## src/rtl/aurora_20g_adc_gen.sv

```systemverilog
// Incrementing 16-bit lane test-pattern source for the 20G Aurora ADC path.
// Optional corrupted-beat injection is built when AURORA_ADC_GEN_ERR_INJ_EN is defined.
module aurora_20g_adc_gen #(
  parameter int DATA_WD = 128
) (
  input  logic               clk,
  input  logic               rst_n,
  input  logic               cfg_rst,
  input  logic               cfg_en,
  input  logic [15:0]        cfg_len,
  input  logic [7:0]         cfg_gap,
  input  logic               cfg_err_inj,
  input  logic               adc_rdy,
  output logic               adc_vld,
  output logic [DATA_WD-1:0] adc_data,
  output logic [31:0]        tx_cnt,
  output logic               busy
);
  localparam int LANES = DATA_WD / 16;

  typedef enum logic [1:0] {IDLE, SEND, GAP, DONE} state_t;

  state_t             state_q, state_d;
  logic [15:0]        base_q, base_d, len_q, len_d, beat_q, beat_d;
  logic [1:0]         ph_q, ph_d;
  logic [7:0]         gap_q, gap_d, gcnt_q, gcnt_d;
  logic [31:0]        tx_q, tx_d;
  logic               vld_q, busy_q;
  logic [DATA_WD-1:0] data_q, data_d, pat;
  logic               acc, load, flip;

  // Lane i carries base + (i mod 4); the pattern follows the next-state base
  for (genvar i = 0; i < LANES; i++) begin : g_lane
    assign pat[16*i +: 16] = base_d + 16'(i % 4);
  end

  assign acc  = vld_q & adc_rdy;
  // A fresh beat is loaded on entry to SEND or after an acceptance; stalls hold data
  assign load = (state_d == SEND) && ((state_q != SEND) || acc);

`ifdef AURORA_ADC_GEN_ERR_INJ_EN
  logic pend_q, pend_any;
  assign pend_any = pend_q | cfg_err_inj;
  assign flip     = load & pend_any;

  always_ff @(posedge clk or negedge rst_n) begin
    if (!rst_n)       pend_q <= 1'b0;
    else if (cfg_rst) pend_q <= 1'b0;
    else              pend_q <= pend_any & ~load;
  end
`else
  logic unused_err_inj;
  assign unused_err_inj = cfg_err_inj;
  assign flip           = 1'b0;
`endif

  always_comb begin
    state_d = state_q;
    base_d  = base_q;
    ph_d    = ph_q;
    len_d   = len_q;
    gap_d   = gap_q;
    beat_d  = beat_q;
    gcnt_d  = gcnt_q;
    tx_d    = tx_q;
    if (acc) begin
      ph_d   = ph_q + 2'd1;
      beat_d = beat_q + 16'd1;
      if (ph_q == 2'd3)  base_d = base_q + 16'd4;
      if (tx_q != '1)    tx_d   = tx_q + 32'd1;
    end
    case (state_q)
      IDLE: if (cfg_en) begin
        state_d = SEND;
        len_d   = cfg_len;
        gap_d   = cfg_gap;
        beat_d  = '0;
      end
      SEND: if (acc) begin
        if ((len_q != '0) && (beat_q + 16'd1 == len_q)) state_d = DONE;
        else if (!cfg_en)                               state_d = IDLE;
        else if (gap_q != '0) begin
          state_d = GAP;
          gcnt_d  = gap_q;
        end
      end
      GAP: begin
        if (gcnt_q <= 8'd1) state_d = cfg_en ? SEND : IDLE;
        else                gcnt_d  = gcnt_q - 8'd1;
      end
      DONE: if (!cfg_en) state_d = IDLE;
      default: state_d = IDLE;
    endcase
    data_d = load ? (pat ^ {{(DATA_WD-1){1'b0}}, flip}) : data_q;
  end

  always_ff @(posedge clk or negedge rst_n) begin
    if (!rst_n) begin
      state_q <= IDLE;
      base_q  <= '0;
      ph_q    <= '0;
      len_q   <= '0;
      gap_q   <= '0;
      beat_q  <= '0;
      gcnt_q  <= '0;
      tx_q    <= '0;
      vld_q   <= 1'b0;
      busy_q  <= 1'b0;
      data_q  <= '0;
    end else if (cfg_rst) begin
      state_q <= IDLE;
      base_q  <= '0;
      ph_q    <= '0;
      beat_q  <= '0;
      gcnt_q  <= '0;
      tx_q    <= '0;
      vld_q   <= 1'b0;
      busy_q  <= 1'b0;
      data_q  <= '0;
    end else begin
      state_q <= state_d;
      base_q  <= base_d;
      ph_q    <= ph_d;
      len_q   <= len_d;
      gap_q   <= gap_d;
      beat_q  <= beat_d;
      gcnt_q  <= gcnt_d;
      tx_q    <= tx_d;
      vld_q   <= (state_d == SEND);
      busy_q  <= (state_d == SEND) || (state_d == GAP);
      data_q  <= data_d;
    end
  end

  assign adc_vld  = vld_q;
  assign adc_data = data_q;
  assign tx_cnt   = tx_q;
  assign busy     = busy_q;
endmodule

```

## config.mk

```make
export PLATFORM = sky130hd
export DESIGN_NAME = aurora_20g_adc_gen
export DESIGN_NICKNAME = d
export VERILOG_FILES = /design/src/rtl/aurora_20g_adc_gen.sv
export SDC_FILE = /design/constraint.sdc
export NUM_CORES = 1
export LEC_CHECK = 0
export ABC_AREA = 1
export BUFFER_PORTS_ARGS = -buffer_cell sky130_fd_sc_hd__clkbuf_2
export CAP_MARGIN = 20
export CORE_MARGIN = 2
export CORE_UTILIZATION = 40
export CTS_BUF_LIST = sky130_fd_sc_hd__clkbuf_8
export DETAILED_ROUTE_END_ITERATION = 10
export SYNTH_ARGS = -nofsm -noshare
export SYNTH_HDL_FRONTEND = slang
export SYNTH_SLANG_ARGS = --single-unit
```

## constraint.sdc

```tcl
create_clock -name clk -period 3.5 [get_ports clk]
set_input_delay 0.175 -clock clk [delete_from_list [all_inputs] [get_ports clk]]
set_output_delay 0.175 -clock clk [all_outputs]
set_load 0.05 [all_outputs]
```

## Yosys cells after proc, flatten, opt, wreduce, memory -nomap -nowiden

Index checks and enable logic that the tools add are counted.

| storage, ports and cells | value |
|---|---|
| flip-flop bits (word level) | 230 |
| bits of input ports | 30 |
| word-level logic and storage cells | 83 |
| output and inout port bits | 162 |

| cells by class | value |
|---|---|
| reduce and logical (&&, ||, !) cells | 14 |
| add/sub/neg operators | 8 |
| multiplexer cells | 33 |
| eq/ne operators | 14 |
| bitwise gates (word level) | 2 |
| $lt $le $gt $ge | 1 |

Operators by type and width:

| cell | number |
|---|---|
| $mux W128 | 2 |
| $mux W16 | 7 |
| $mux W32 | 3 |
| $mux W8 | 6 |
| $add A16 B1 Y16 const B | 2 |
| $add A16 B2 Y16 const B | 2 |
| $add A32 B1 Y32 const B | 1 |
| $ne A32 B32 Y1 const B | 1 |
| $mux W2 | 10 |
| $add A16 B3 Y16 const B | 1 |
| $eq A16 B16 Y1 | 1 |
| $pmux W8 S2 | 1 |
| $reduce_bool A16 Y1 | 1 |
| $ne A3 B3 Y1 const B | 5 |
| $eq A2 B2 Y1 const B | 4 |
| $le A8 B1 Y1 const B | 1 |
| $pmux W2 S4 | 1 |
| $reduce_bool A8 Y1 | 1 |
| $sub A8 B1 Y8 const B | 1 |
| $reduce_and A6 Y1 | 1 |
| $reduce_bool A2 Y1 | 3 |
| $eq A2 B1 Y1 const B | 2 |
| $mux W1 | 3 |
| $reduce_and A3 Y1 | 1 |
| other kinds (9) | 11 |

## Longest topological paths before layout

| depth | value |
|---|---|
| depth after elaboration | 10 |
| gate-level depth with buffers | 23 |
| depth with buffers taken out | 22 |

## Worst setup path before layout

No wires, ideal clock.

| path | value |
|---|---|
| path type | register -> register |
| start point | register beat_q[0] |
| end point | register data_q[126] (netlist: adc_data[126]) |
| buffers on the path | 1 |
| slack | 0.701 ns |
| setup time | 0.120 ns |
| data required time | 3.380 ns |
| period minus slack after synthesis | 2.799 ns |
| arrival | 2.679 ns |
| stages on the path, launching flop included | 21 |
| cell sequence | dfrtp_1 ha_1 nand2_1 nor2_2 nand3_1 xnor3_1 nand2_1 nor2_1 nand3_2 nand2_1 nand2_1 nand2_1 nand2_1 inv_1 ha_1 o21ai_0 nand2_1 clkinv_1 buf_4 nand2_1 nand2_1 |

| between the ends | value |
|---|---|
| longest elaborated chain between the ends | 9 |

Ends and longest elaborated chain:

| what | line | source |
|---|---|---|
| from (decl) | 24 | `logic [15:0] base_q, base_d, len_q, len_d, beat_q, beat_d;` |
| from (signal assigned) | 126 | `beat_q <= beat_d;` |
| $add A16 B1 Y16 | 80 | `if ((len_q != '0) && (beat_q + 16'd1 == len_q)) state_d = DONE;` |
| $eq A16 B16 Y1 | 80 |  |
| $logic_and A1 B1 Y1 | 80 |  |
| $mux W2 | 80 |  |
| $mux W2 | 79 | `SEND: if (acc) begin` |
| $pmux W2 S4 | 72 | `case (state_q)` |
| $eq A2 B1 Y1 | 39 | `assign load = (state_d == SEND) && ((state_q != SEND) \|\| acc);` |
| $logic_and A1 B1 Y1 | 39 |  |
| $reduce_bool A2 Y1 (no line) | n/a |  |
| to (signal assigned) | 131 | `data_q <= data_d;` |
| to (decl) | 29 | `logic [DATA_WD-1:0] data_q, data_d, pat;` |

Every way passes these cells.
A chain may end at the register's enable or synchronous reset.

## Final worst setup path

| path | value |
|---|---|
| start point | register beat_q[0] |
| end point | register data_q[93] (netlist: adc_data[93]) |

Same word-level chain as after synthesis.

==> qor.yml <==
status:
  status: "finished clean"
clock_tree:
  tritoncts: "built"
  root_buffer: "clkbuf_8"
  clockBufferDepth: 2
  insertion_delay_ps: 460
  cts_sinks: 139
  cts_resized: 0
  cts_made_buffers: 17
  path_clk_slew_ps: 90
  h-tree-depth: 4
final_layout:
  post-route-util_pct: 46.86
  n_antenna_cell: 0
  drive_above_1_share_pct: 22.76
  multiInputGateArea_um2: 3104
  nets: 1171
  areaGrowthSynthToFinish_pct: 15.99
  n_fill_cell: 1977
  ff_latch_area_um2: 3478
  layout_common_cells: "nand2_1, clkbuf_2, dfrtp_1"
  fin_cells: 1412
  layout_commonest_cell: "nand2_1"
  fin_area_um2: 9030
grt:
  top_usage_layer: "met2"
  grt_pass1_wl_um: 29840
  overflow: 0
  grt_max_degree: 92
  met2_usage_pct: 30.53
  grt_pass1_vias: 6173
  grt_util_all_layers_pct: 18.24
  grt_use_met1_pct: 23.63
  use_met3_pct: 4.132
  antenna_found_initial: 0
sta:
  setup_viol: 0
  post-route-period-util_pct: 89.22
  worstMarginPinSlew_ps: 869.5
  rsz0062_at_grt: "no"
  post-route-min-period_ps: 3123
  fmax_mhz: 320.2
  hold_viol: 0
  setup_slack_ps: 377.4
  fin_setup_tns_ps: 0
  timing.hold.ws_ps: 165.3
  slew_headroom_pct: 42.03
  finClkSkew_ps: 12.85
  drv_slew: 0
worst_setup_path:
  cp-startpoint: "beat_q[0]"
  critical-path-top-delay-family: "simple AND/OR/NAND/NOR gates"
  rr_startpoint: "beat_q[0]"
  cp_max_fo: 14
  r2r-end: "adc_data[93]"
  ff2ff_setup_slack_ps: 380
  crit_required_ps: 3840
  max_stage_delay_ps: 460
  r2r_cells: 19
  worstSetupEndpointType: "flop"
  crit_buf_inv: 1
  path_common_cell: "nand2_1"
  crit_chain: "ha_1 > nand2_1 > nor2_2 > nand3_1 > nand3_1 > nand2_1 > nor2_1 > nand2_1 > nor2_1 > nand3_2 > nand2_1 > nand3_1 > and2_1 > ha_1 > o21ai_0 > nand2_1 > buf_4 > nand2_1 > nand2_1"
  arrival_ps: 3460
  worstSetupStartpointType: "flop"
  crit_slowest_cell: "dfrtp_1"
  crit_type: "flop to flop"
synth:
  synth.distinct_cells: 46
  synth-seq-cells: 139
  ys_seq_area_share_pct: 44.68
  syn-cell-area_um2: 7785
  synthFlopType: "dfrtp_1"
  synth.avg_cell_area_um2: 7.777
  synth-async-reset-ratio_pct: 100.0
  syn_inst: 1001
  yosysWarnings: 0
  synth-edff-count: 0
floorplan:
  start_util_pct: 40.40
  fp-row-count: 51
  die_w_um: 143.5
  core_area_um2: 19270
  dieArea_um2: 20590
  fp.dieH_um: 143.5
  io_pins: 192
pwr:
  p_leak_nw: 4.792
  power_mw: 3.698
  vdd_drop_max_mv: 0.2252
  power-per-cell-area_nw_per_um2: 409.6
placed_design:
  place_area_um2: 8392
  dp_hpwl_um: 12910
  portBuffers: 188
  pre_cts_slack_ps: 352.8
  globalplace.congestion: 0.8511
  place_inst: 1355
hold_path:
  hold_end: "state_q[1]"
  min_from: "cfg_en"
  min_path_cells: 5
  holdCritPathClass: "input port to flop"
drt:
  first_pass_iters: 5
  routed_wl_um: 18010
  antenna_left: 0
  viasPerCell: 4.729
  first_iter_violations: 318
  wl_per_cell_um: 12.75
  drc: 0
  vias: 6677
job:
  max_cap_violations: 0
[area by class of cell]
class | count | area share (%)
sequential | 139 | 38.52
multi-input combinational | 636 | 34.38
timing repair buffer | 224 | 14.31
inverter | 116 | 4.822
tap | 265 | 3.672
clock buffer | 17 | 2.591
clock inverter | 15 | 1.704
[worst min-delay path, delay by kind of cell]
family / cells / cell delay, ps
buffers and inverters: 1 / 130
AOI/OAI and AO/OA: 1 / 60
and+or+nand+nor: 3 / 210
[power by group]
part	internal, mW	switching [mW]
combinational	0.204	0.385
clock	0.589	0.715
sequential	1.71	0.0998
total	2.50	1.20
[cell usage after synthesis (2+ instances only)]
library cell	instances	area, µm²
o211ai_1	13	97.59
nor2_4	3	33.78
clkbuf_1	15	56.30
xor2_1	5	43.79
nand2_2	6	37.54
ha_1	7	87.58
clkinv_1	2	7.510
buf_1	2	7.510
and2_1	2	12.51
nor2_2	4	25.02
xnor2_1	6	52.55
nor3_1	14	70.07
nand2_4	2	22.52
buf_4	92	690.7
nor2_1	110	412.9
nand2_1	244	915.9
inv_1	113	424.2
a31oi_1	5	31.28
dfrtp_1	139	3478
mux2_2	7	78.83
nor4_1	3	18.77
nor4_2	2	25.02
o21ai_0	38	190.2
a211oi_1	4	30.03
o21a_1	5	37.54
nand3_1	61	305.3
a21oi_1	53	265.3
nand4_1	18	112.6
o31ai_1	2	15.01
nand3b_1	8	60.06
[kinds of logic after synthesis]
kind of cell / count (synthesis) / synth area share [%]
xor+xnor: 12 / 1.527
flops: 139 / 44.68
mux: 7 / 1.013
other cells: 1 / 0.04817
fa+ha+maj: 7 / 1.125
compound gates: 126 / 9.257
buf+inv: 227 / 15.49
simple gates: 482 / 26.86
[timing repair]
action | 4_1_cts | 5_1_grt
setup buffers | 0 | 0
hold endpoints to repair | 114 | 0
hold buffers | 25 | 0
[flip-flops by register name (all words and copies together) (netlist names)]
signal    count
adc_data     39
beat_q       16
len_q        16
tx_cnt       32
state_q       2
busy          1
base_q       14
gcnt_q        8
ph_q          2
adc_vld       1
gap_q         8
[worst max-delay path by stage]
stage	endpoint	slack [ps]	depth (start not counted)
5_1_grt	adc_data[105]	40	19
2_1_floorplan	adc_data[126]	700	20
3_5_place_dp	adc_data[85]	350	19
3_3_place_gp	adc_data[85]	430	19
4_1_cts	adc_data[117]	330	19
6_report	adc_data[93]	380	19
[metal layers]
layer  part of all wire, %  vias up
li1                      -     3389
met1                    46     3122
met2                    48      147
met3                   4.9       19
met4                   1.1        0
met5                     0        -
Power figures use the tool's default switching activity.
